[src/rtl/sha256_w_mem_for_pipeline_21_2_if.sv]
// Handshake bundle between the 20_2 memory stage, the 21_2 expander stage and the round pipeline.
// The master drives the upstream data and the downstream ready; the slave is the expander stage.
interface sha256_w_mem_for_pipeline_21_2_if;
    logic         valid_in;
    logic         ready_out;
    logic [159:0] block_in;
    logic         valid_out;
    logic         ready_in;
    logic [191:0] block_out;
    logic [15:0]  blk_count;

    modport master (
        output valid_in, block_in, ready_in,
        input  ready_out, valid_out, block_out, blk_count
    );

    modport slave (
        input  valid_in, block_in, ready_in,
        output ready_out, valid_out, block_out, blk_count
    );
endinterface

[src/rtl/sha256_w_mem_for_pipeline_21_2.sv]
// Message-schedule stage: appends w_new = sigma1(e) + sigma0(b) + a to the incoming {a,b,c,d,e}
// bundle and buffers results in a 2-entry FIFO so the round pipeline can stall.
module sha256_w_mem_for_pipeline_21_2 (
    input  logic                                   CLK,
    input  logic                                   RST,
    sha256_w_mem_for_pipeline_21_2_if.slave        bus
);

    function automatic logic [31:0] sigma0(input logic [31:0] x);
        return {x[6:0], x[31:7]} ^ {x[17:0], x[31:18]} ^ {3'b000, x[31:3]};
    endfunction

    function automatic logic [31:0] sigma1(input logic [31:0] x);
        return {x[16:0], x[31:17]} ^ {x[18:0], x[31:19]} ^ {10'b0, x[31:10]};
    endfunction

    logic [191:0] head_q, head_d;
    logic [191:0] tail_q, tail_d;
    logic [1:0]   cnt_q, cnt_d;
    logic [15:0]  blk_count_q, blk_count_d;

    logic [31:0]  w_new;
    logic [191:0] entry_new;
    logic         push;
    logic         pop;

    assign w_new     = sigma1(bus.block_in[31:0]) + sigma0(bus.block_in[127:96]) + bus.block_in[159:128];
    assign entry_new = {bus.block_in, w_new};

    // Ready depends only on the occupancy register, never on downstream ready.
    assign bus.ready_out = (cnt_q != 2'd2);
    assign bus.valid_out = (cnt_q != 2'd0);
    assign bus.block_out = head_q;
    assign bus.blk_count = blk_count_q;

    assign push = bus.valid_in & bus.ready_out;
    assign pop  = bus.valid_out & bus.ready_in;

    always_comb begin
        head_d      = head_q;
        tail_d      = tail_q;
        cnt_d       = cnt_q;
        blk_count_d = blk_count_q;
        case ({push, pop})
            2'b10: begin
                if (cnt_q == 2'd0) begin
                    head_d = entry_new;
                end else begin
                    tail_d = entry_new;
                end
                cnt_d = cnt_q + 2'd1;
            end
            2'b01: begin
                head_d = tail_q;
                cnt_d  = cnt_q - 2'd1;
            end
            2'b11: begin
                // Only reachable with one entry held: the new bundle replaces the departing head.
                head_d = entry_new;
            end
            default: begin
            end
        endcase
        if (pop) begin
            blk_count_d = blk_count_q + 16'd1;
        end
    end

    always_ff @(posedge CLK or negedge RST) begin
        if (!RST) begin
            head_q      <= '0;
            tail_q      <= '0;
            cnt_q       <= 2'd0;
            blk_count_q <= 16'd0;
        end else begin
            head_q      <= head_d;
            tail_q      <= tail_d;
            cnt_q       <= cnt_d;
            blk_count_q <= blk_count_d;
        end
    end

endmodule

[src/flat_wrapper.sv]
// flat-port wrapper written by rule: the top's interface ports become plain ports
module sha256_w_mem_for_pipeline_21_2_flat 
  (CLK, RST, bus_valid_in, bus_block_in, bus_ready_in, bus_ready_out, bus_valid_out, bus_block_out, bus_blk_count);
  sha256_w_mem_for_pipeline_21_2_if bus_i ();
  input  logic CLK;
  input  logic RST;
  input wire logic [$bits(bus_i.valid_in)-1:0] bus_valid_in;
  input wire logic [$bits(bus_i.block_in)-1:0] bus_block_in;
  input wire logic [$bits(bus_i.ready_in)-1:0] bus_ready_in;
  output wire logic [$bits(bus_i.ready_out)-1:0] bus_ready_out;
  output wire logic [$bits(bus_i.valid_out)-1:0] bus_valid_out;
  output wire logic [$bits(bus_i.block_out)-1:0] bus_block_out;
  output wire logic [$bits(bus_i.blk_count)-1:0] bus_blk_count;
  assign bus_i.valid_in = bus_valid_in;
  assign bus_i.block_in = bus_block_in;
  assign bus_i.ready_in = bus_ready_in;
  assign bus_ready_out = bus_i.ready_out;
  assign bus_valid_out = bus_i.valid_out;
  assign bus_block_out = bus_i.block_out;
  assign bus_blk_count = bus_i.blk_count;
  sha256_w_mem_for_pipeline_21_2 u_core (.CLK(CLK), .RST(RST), .bus(bus_i));
endmodule
[config.mk]
export PLATFORM = sky130hd
export DESIGN_NAME = sha256_w_mem_for_pipeline_21_2_flat
export DESIGN_NICKNAME = d
export VERILOG_FILES = /design/src/rtl/sha256_w_mem_for_pipeline_21_2_if.sv /design/src/rtl/sha256_w_mem_for_pipeline_21_2.sv /design/src/flat_wrapper.sv
export SDC_FILE = /design/constraint.sdc
export NUM_CORES = 1
export LEC_CHECK = 0
export ABC_AREA = 0
export CAP_MARGIN = 30
export CORE_MARGIN = 4
export CORE_UTILIZATION = 49
export DETAILED_ROUTE_END_ITERATION = 6
export GPL_TIMING_DRIVEN = 0
export PLACE_DENSITY = 0.88
export SKIP_LAST_GASP = 1
export SYNTH_ARGS = -nofsm -noshare
export SYNTH_HDL_FRONTEND = slang
export SYNTH_SLANG_ARGS = --single-unit
[constraint.sdc]
create_clock -name CLK -period 6.12 [get_ports CLK]
set_clock_uncertainty 0.15 [all_clocks]
set_input_delay 0.612 -clock CLK [delete_from_list [all_inputs] [get_ports CLK]]
set_output_delay 0.612 -clock CLK [all_outputs]
set_load 0.02 [all_outputs]
* Word level (Yosys, flattened, before mapping) *
Cells that the tools add are included.

word-level totals
  flip-flop bits (word level) = 402
  memories kept = 0
  bits in read-only memories = 0
  latch bits = 0
  RAM bits = 0
  logic and storage cells = 30
  input port bits = 164
  output and inout bits = 210

cells by class
  bitwise operators = 7
  $lt $le $gt $ge = 0
  $add $sub $neg = 5
  $mul = 0
  multiplexer cells = 3
  divide/modulo/power cells = 0
  reduce and logical (&&, ||, !) cells = 6
  eq/ne operators = 5
  shift operators = 0

operator list
  kind                                                                    number
  192-bit case mux with 3 select lines                                    1
  192-bit two-way mux                                                     1
  32-bit adder                                                            2
  32-bit bitwise XOR                                                      2
  32-bit by 22-bit bitwise XOR with 32-bit output                         1
  32-bit by 29-bit bitwise XOR with 32-bit output                         1
  16-bit by 1-bit adder with 16-bit output (second input constant)        1
  2-bit equality test (second input constant)                             2
  2-bit case mux with 2 select lines                                      1
  2-bit AND reduction                                                     2
  2-bit nonzero test                                                      2
  3-bit nonzero test                                                      1
  2-bit by 1-bit adder with 2-bit output (second input constant)          1
  1-bit bitwise AND                                                       2
  2-bit by 1-bit equality test with 1-bit output (second input constant)  1
  2-bit logical NOT                                                       1
  2-bit by 1-bit != test with 1-bit output (second input constant)        1
  2-bit != test (second input constant)                                   1
  2-bit by 1-bit subtractor with 2-bit output (second input constant)     1
  1-bit NOT                                                               1

* Longest topological paths before layout *
  depth in word-level cells = 6
  gate-level depth with buffers = 14
  mapped depth without buffers = 14

* Least setup slack after synthesis *
No wires, ideal clock.

  kind = input to register
  from = in bus_block_in[20]
  to = reg u_core.tail_q[31]
  library setup time = 0.069 ns
  path buffers = 0
  required time = 5.901 ns
  path slack = 2.467 ns
  data arrival time = 3.434 ns
  stages = 14
  cells stage by stage = xor2_1 -> xnor2_1 -> fa_1 -> inv_1 -> ha_1 -> fa_1 -> a21o_1 -> nand4_2 -> a211oi_2 -> o211ai_2 -> a211oi_2 -> nor3_1 -> or4b_1 -> nand3_1

on the way
  cells in the longest elaborated chain, start to end = 4

RTL lines
  element                                              line                                  text
  start: declaration                                   flat_wrapper.sv:8                     input wire logic [$bits(bus_i.block_in)-1:0] bus_block_in;
  32-bit bitwise XOR                                   sha256_w_mem_for_pipeline_21_2.sv:14  return {x[16:0], x[31:17]} ^ {x[18:0], x[31:19]} ^ {10'b0, x[31:10]};
  32-bit by 22-bit bitwise XOR with 32-bit output (*)  sha256_w_mem_for_pipeline_21_2.sv:14
  32-bit adder (*) (2 in a row)                        sha256_w_mem_for_pipeline_21_2.sv:27  assign w_new = sigma1(bus.block_in[31:0]) + sigma0(bus.block_in[127:96]) + bus.block_in[159:128];
  end signal: assignment                               sha256_w_mem_for_pipeline_21_2.sv:77  tail_q <= tail_d;
  end: declaration                                     sha256_w_mem_for_pipeline_21_2.sv:18  logic [191:0] tail_q, tail_d;

Every way passes the cells marked *; elsewhere a longest branch is shown, timed or not.
A chain may end at the register's enable or synchronous reset.

* Worst setup path in the final report *
  from = in bus_block_in[31]
  to = reg u_core.head_q[26], in the netlist u_core.bus.block_out[26]

on the way
  cells in the longest elaborated chain, start to end = 6

RTL lines
  element                                              line                                  text
  32-bit bitwise XOR                                   sha256_w_mem_for_pipeline_21_2.sv:14
  32-bit by 22-bit bitwise XOR with 32-bit output (*)  sha256_w_mem_for_pipeline_21_2.sv:14
  32-bit adder (*) (2 in a row)                        sha256_w_mem_for_pipeline_21_2.sv:27
  192-bit two-way mux                                  sha256_w_mem_for_pipeline_21_2.sv:46  if (cnt_q == 2'd0) begin
  192-bit case mux with 3 select lines (*)             sha256_w_mem_for_pipeline_21_2.sv:44  case ({push, pop})
  end signal: assignment                               sha256_w_mem_for_pipeline_21_2.sv:71  head_q <= '0;
  end signal: assignment                               sha256_w_mem_for_pipeline_21_2.sv:76  head_q <= head_d;
  end: declaration                                     sha256_w_mem_for_pipeline_21_2.sv:17  logic [191:0] head_q, head_d;

Every way passes the cells marked *; elsewhere a longest branch is shown, timed or not. The select of a mux whose other input is x is not followed.

==> flow_summary.ini <==
[yosys]
synth_ff_type = dfrtp_1
synth_edf_count = 0
syn_nets = 2083
yosysWarnings = 0
netlist.area_leader.share_pct = 50.2
synth_seq_cells = 402
async_reset_ff_share_pct = 100
syn_avg_cell_area_um2 = 10.8
synth_area_leaders = dfrtp_1, mux2i_1, mux2_2, o21ai_0, nand2_1
synth.distinct_cells = 47
yosys.area.top_type = dfrtp_1
synthCells = 1854
ys_seq_area_share_pct = 50.2
netlist_area_um2 = 20000

[sta]
period_needed_ps = 4480
rsz0062_at_grt = false
finalHoldViolCount = 0
tightest_slew_ps = 967
setup_viol_count_final = 0
fmax_mhz = 223
finalSetupTns_ps = 0
slew_viol_final = 0
fin_crit_sh_pct = 73.3
max-slew-margin-rel_pct = 35.5

[layout]
fin_cells = 2834
stdcell_area_um2 = 25900
layout-drive-gt1-share_pct = 10.4
nets = 2506
syn2layout_area_growth_pct = 29.6

[cts]
cts_setup_buffers = 0
htree_levels = 2
clockBufferDepth = 3
cts_tree = yes
cts_root_buf = clkbuf_16
clock-sinks = 402
numCtsBuffers = 43
worstSkewPairLatency_ps = 570
clkTransAtPathRegs_ps = 60

[die]
rows = 73
die_x_um = 210
dieArea_um2 = 44200
initial_core_util_pct = 49.9
coreArea_um2 = 40100
dieHeight_um = 210
num_io_pins = 374

[worst_setup_path]
cpPeakStageDelay_ps = 610
cp_data_required_time_ps = 6390
start_kind = input port
arrival_ps = 4760
critPathKind = input port to flop
cp-end-kind = flop
cp_cell_sequence = clkdlybuf4s50_1 -> xor2_1 -> xnor2_1 -> fa_1 -> inv_1 -> ha_1 -> clkbuf_1 -> a21oi_1 -> o21ai_0 -> nor2b_1 -> a21oi_1 -> a31oi_1 -> or3_1 -> a31oi_1 -> o21ai_1
path_max_fanout = 8
slowest_stage = clkdlybuf4s50_1

[power_and_ir_drop]
power_frac_seq_pct = 33.6
power_switching_mw = 5.67
ir_drop_v = 0.000344
clkPwrFrac_pct = 18.6
p_leak_nw = 11.3
power_mw = 14.1
p_sw_share_pct = 40.2
p_int_mw = 8.43
combPwrFrac_pct = 47.8
power_density_nw_per_um2 = 543

[placed_design]
dp_hpwl_um = 49100
routabilityCongestion = 0.960
portBuffers = 373
placed_cell_area_um2 = 24500
dp.cells = 2756

[drt]
drtIter0Drc = 1240
firstDrtPassIters = 5
post_drt_via_cell_ratio = 5.58
routed-via-count = 15800
drtAntennaViolNets = 0
route.detailed.drc = 0
routedWlPerCell_um = 22.7
wl_um = 64500

[worst_hold_path]
hp-class = flop to flop

[grt]
grt_use_total_pct = 28.7
grt_pass1_wl_um = 98400
antenna_found_initial = 6
grt_pass1_vias = 16700
grt_max_degree = 124
overflow = 0

[run_status]
run_status = completed

[job]
cap_violations = 0
[cell usage after synthesis, types with 2 or more instances]
| cell | count |
|---|---|
| o21bai_1 | 3 |
| a211oi_2 | 2 |
| inv_1 | 88 |
| buf_2 | 27 |
| and3_1 | 11 |
| a21o_1 | 19 |
| dfrtp_1 | 402 |
| o211ai_1 | 6 |
| nand2b_1 | 3 |
| nor2_1 | 33 |
| nand2_1 | 266 |
| nand4_1 | 8 |
| o21ai_0 | 247 |
| a21oi_1 | 49 |
| nor3_1 | 8 |
| and4_1 | 2 |
| ha_1 | 33 |
| a31oi_1 | 8 |
| fa_1 | 32 |
| mux2i_1 | 165 |
| and2_1 | 4 |
| o31ai_1 | 3 |
| or3_1 | 7 |
| clkbuf_1 | 71 |
| xnor2_1 | 97 |
| o21a_1 | 9 |
| a211oi_1 | 2 |
| xor2_1 | 65 |
| mux2_2 | 139 |
| nor2b_1 | 4 |
| nand3_1 | 17 |
| o31a_1 | 3 |
| o21ai_1 | 6 |
| buf_1 | 2 |
[cell families (layout without fill, tap and decap cells)]
kind of cell,count (synthesis),count (layout),share of synthesized area (%)
AOI/OAI and AO/OA,364,364,9.95
xor gates and xnor gates,162,162,7.09
adders and majority gates,65,65,5.26
buffers and inverters,190,643,3.73
DFF,402,402,50.2
muxes,304,304,16.1
other,0,2,0
and+or+nand+nor,367,367,7.67
[final cells by class]
type	count	area, um^2
diodes	2	5.00
plain buffers	100	409
clock buffers	66	1270
clock inverters	9	143
fillers	3016	14200
inverters	90	338
multi-input cells	1262	9220
flip-flops and latches	402	10100
well taps	525	657
repair buffers	378	3840
[final timing paths]
path                                              to  slack (ps)                       from  cells after the start
min in group asynchronous    u_core.bus.blk_count[3]         430                        RST                      2
max                         u_core.bus.block_out[26]        1640           bus_block_in[31]                     15
min reg2reg                u_core.bus.block_out[176]         330  u_core.bus.block_out[176]                      2
max reg2reg                       u_core.tail_q[116]        2050            u_core.cnt_q[0]                      9
max in group asynchronous         u_core.tail_q[149]        3920                        RST                      4
min                        u_core.bus.block_out[176]         330  u_core.bus.block_out[176]                      2
[cell usage in the layout (no fill, tap or decap), types with 3 or more instances in the layout]
| cell | count |
|---|---|
| a21o_1 | 19 |
| a21oi_1 | 49 |
| a31oi_1 | 8 |
| and2_1 | 4 |
| and3_1 | 11 |
| buf_16 | 3 |
| buf_2 | 27 |
| bufinv_16 | 3 |
| clkbuf_1 | 84 |
| clkbuf_16 | 44 |
| clkbuf_8 | 9 |
| clkdlybuf4s50_1 | 372 |
| dfrtp_1 | 402 |
| fa_1 | 32 |
| ha_1 | 33 |
| inv_1 | 88 |
| inv_6 | 3 |
| mux2_2 | 139 |
| mux2i_1 | 165 |
| nand2_1 | 266 |
| nand2b_1 | 3 |
| nand3_1 | 17 |
| nand4_1 | 8 |
| nor2_1 | 33 |
| nor2b_1 | 4 |
| nor3_1 | 8 |
| o211ai_1 | 6 |
| o21a_1 | 9 |
| o21ai_0 | 247 |
| o21ai_1 | 6 |
| o21bai_1 | 3 |
| o31a_1 | 3 |
| o31ai_1 | 3 |
| or3_1 | 7 |
| xnor2_1 | 97 |
| xor2_1 | 65 |
[power by group through the flow]
stage,Combinational [mW],Sequential (mW),Clock [mW]
2_1_floorplan,3.19,5.31,0
3_3_place_gp,6.46,4.66,0
3_5_place_dp,6.67,4.73,0
4_1_cts,6.73,4.71,2.66
5_1_grt,7.27,4.86,2.78
6_report,6.73,4.74,2.62
[repair_timing]
action / 4_1_cts / 5_1_grt
setup endpoints to repair: 0 / 0
gates resized for setup: 0 / 0
hold buffers: 1 / 0
hold endpoints to repair: 61 / 0
[critical path, delay by kind of cell]
| family | cells | cell delay, ps |
|---|---|---|
| and+or+nand+nor | 2 | 500 |
| xor gates and xnor gates | 2 | 560 |
| AOI/OAI and AO/OA | 6 | 1490 |
| buffers and inverters | 3 | 900 |
| adders and majority gates | 2 | 690 |
[routing by layer]
| layer | share of wire (%) | track usage (%) | vias up |
|---|---|---|---|
| met4 | 4.6 | 11.3 | 10 |
| met1 | 39 | 35.1 | 7907 |
| met3 | 8.4 | 8.80 | 150 |
| met2 | 48 | 47.9 | 604 |
| met5 | 0.11 | 0 | - |
| li1 | - | - | 7138 |
[metrics by stage]
step	utilization [%]	setup slack, ps	hold WS (ps)
after floorplan	-	2470	166
after global placement	60.9	-12500	306
after detailed placement	61.1	1150	315
after CTS	64.7	1740	328
after global routing	64.7	1480	346
final	64.7	1640	328
[flip-flops by register name, summed over array words and instances, names as in the netlist]
signal,flops
u_core.bus.blk_count,16
u_core.bus.block_out,192
u_core.cnt_q,2
u_core.tail_q,192
Power figures use the tool's default switching activity.
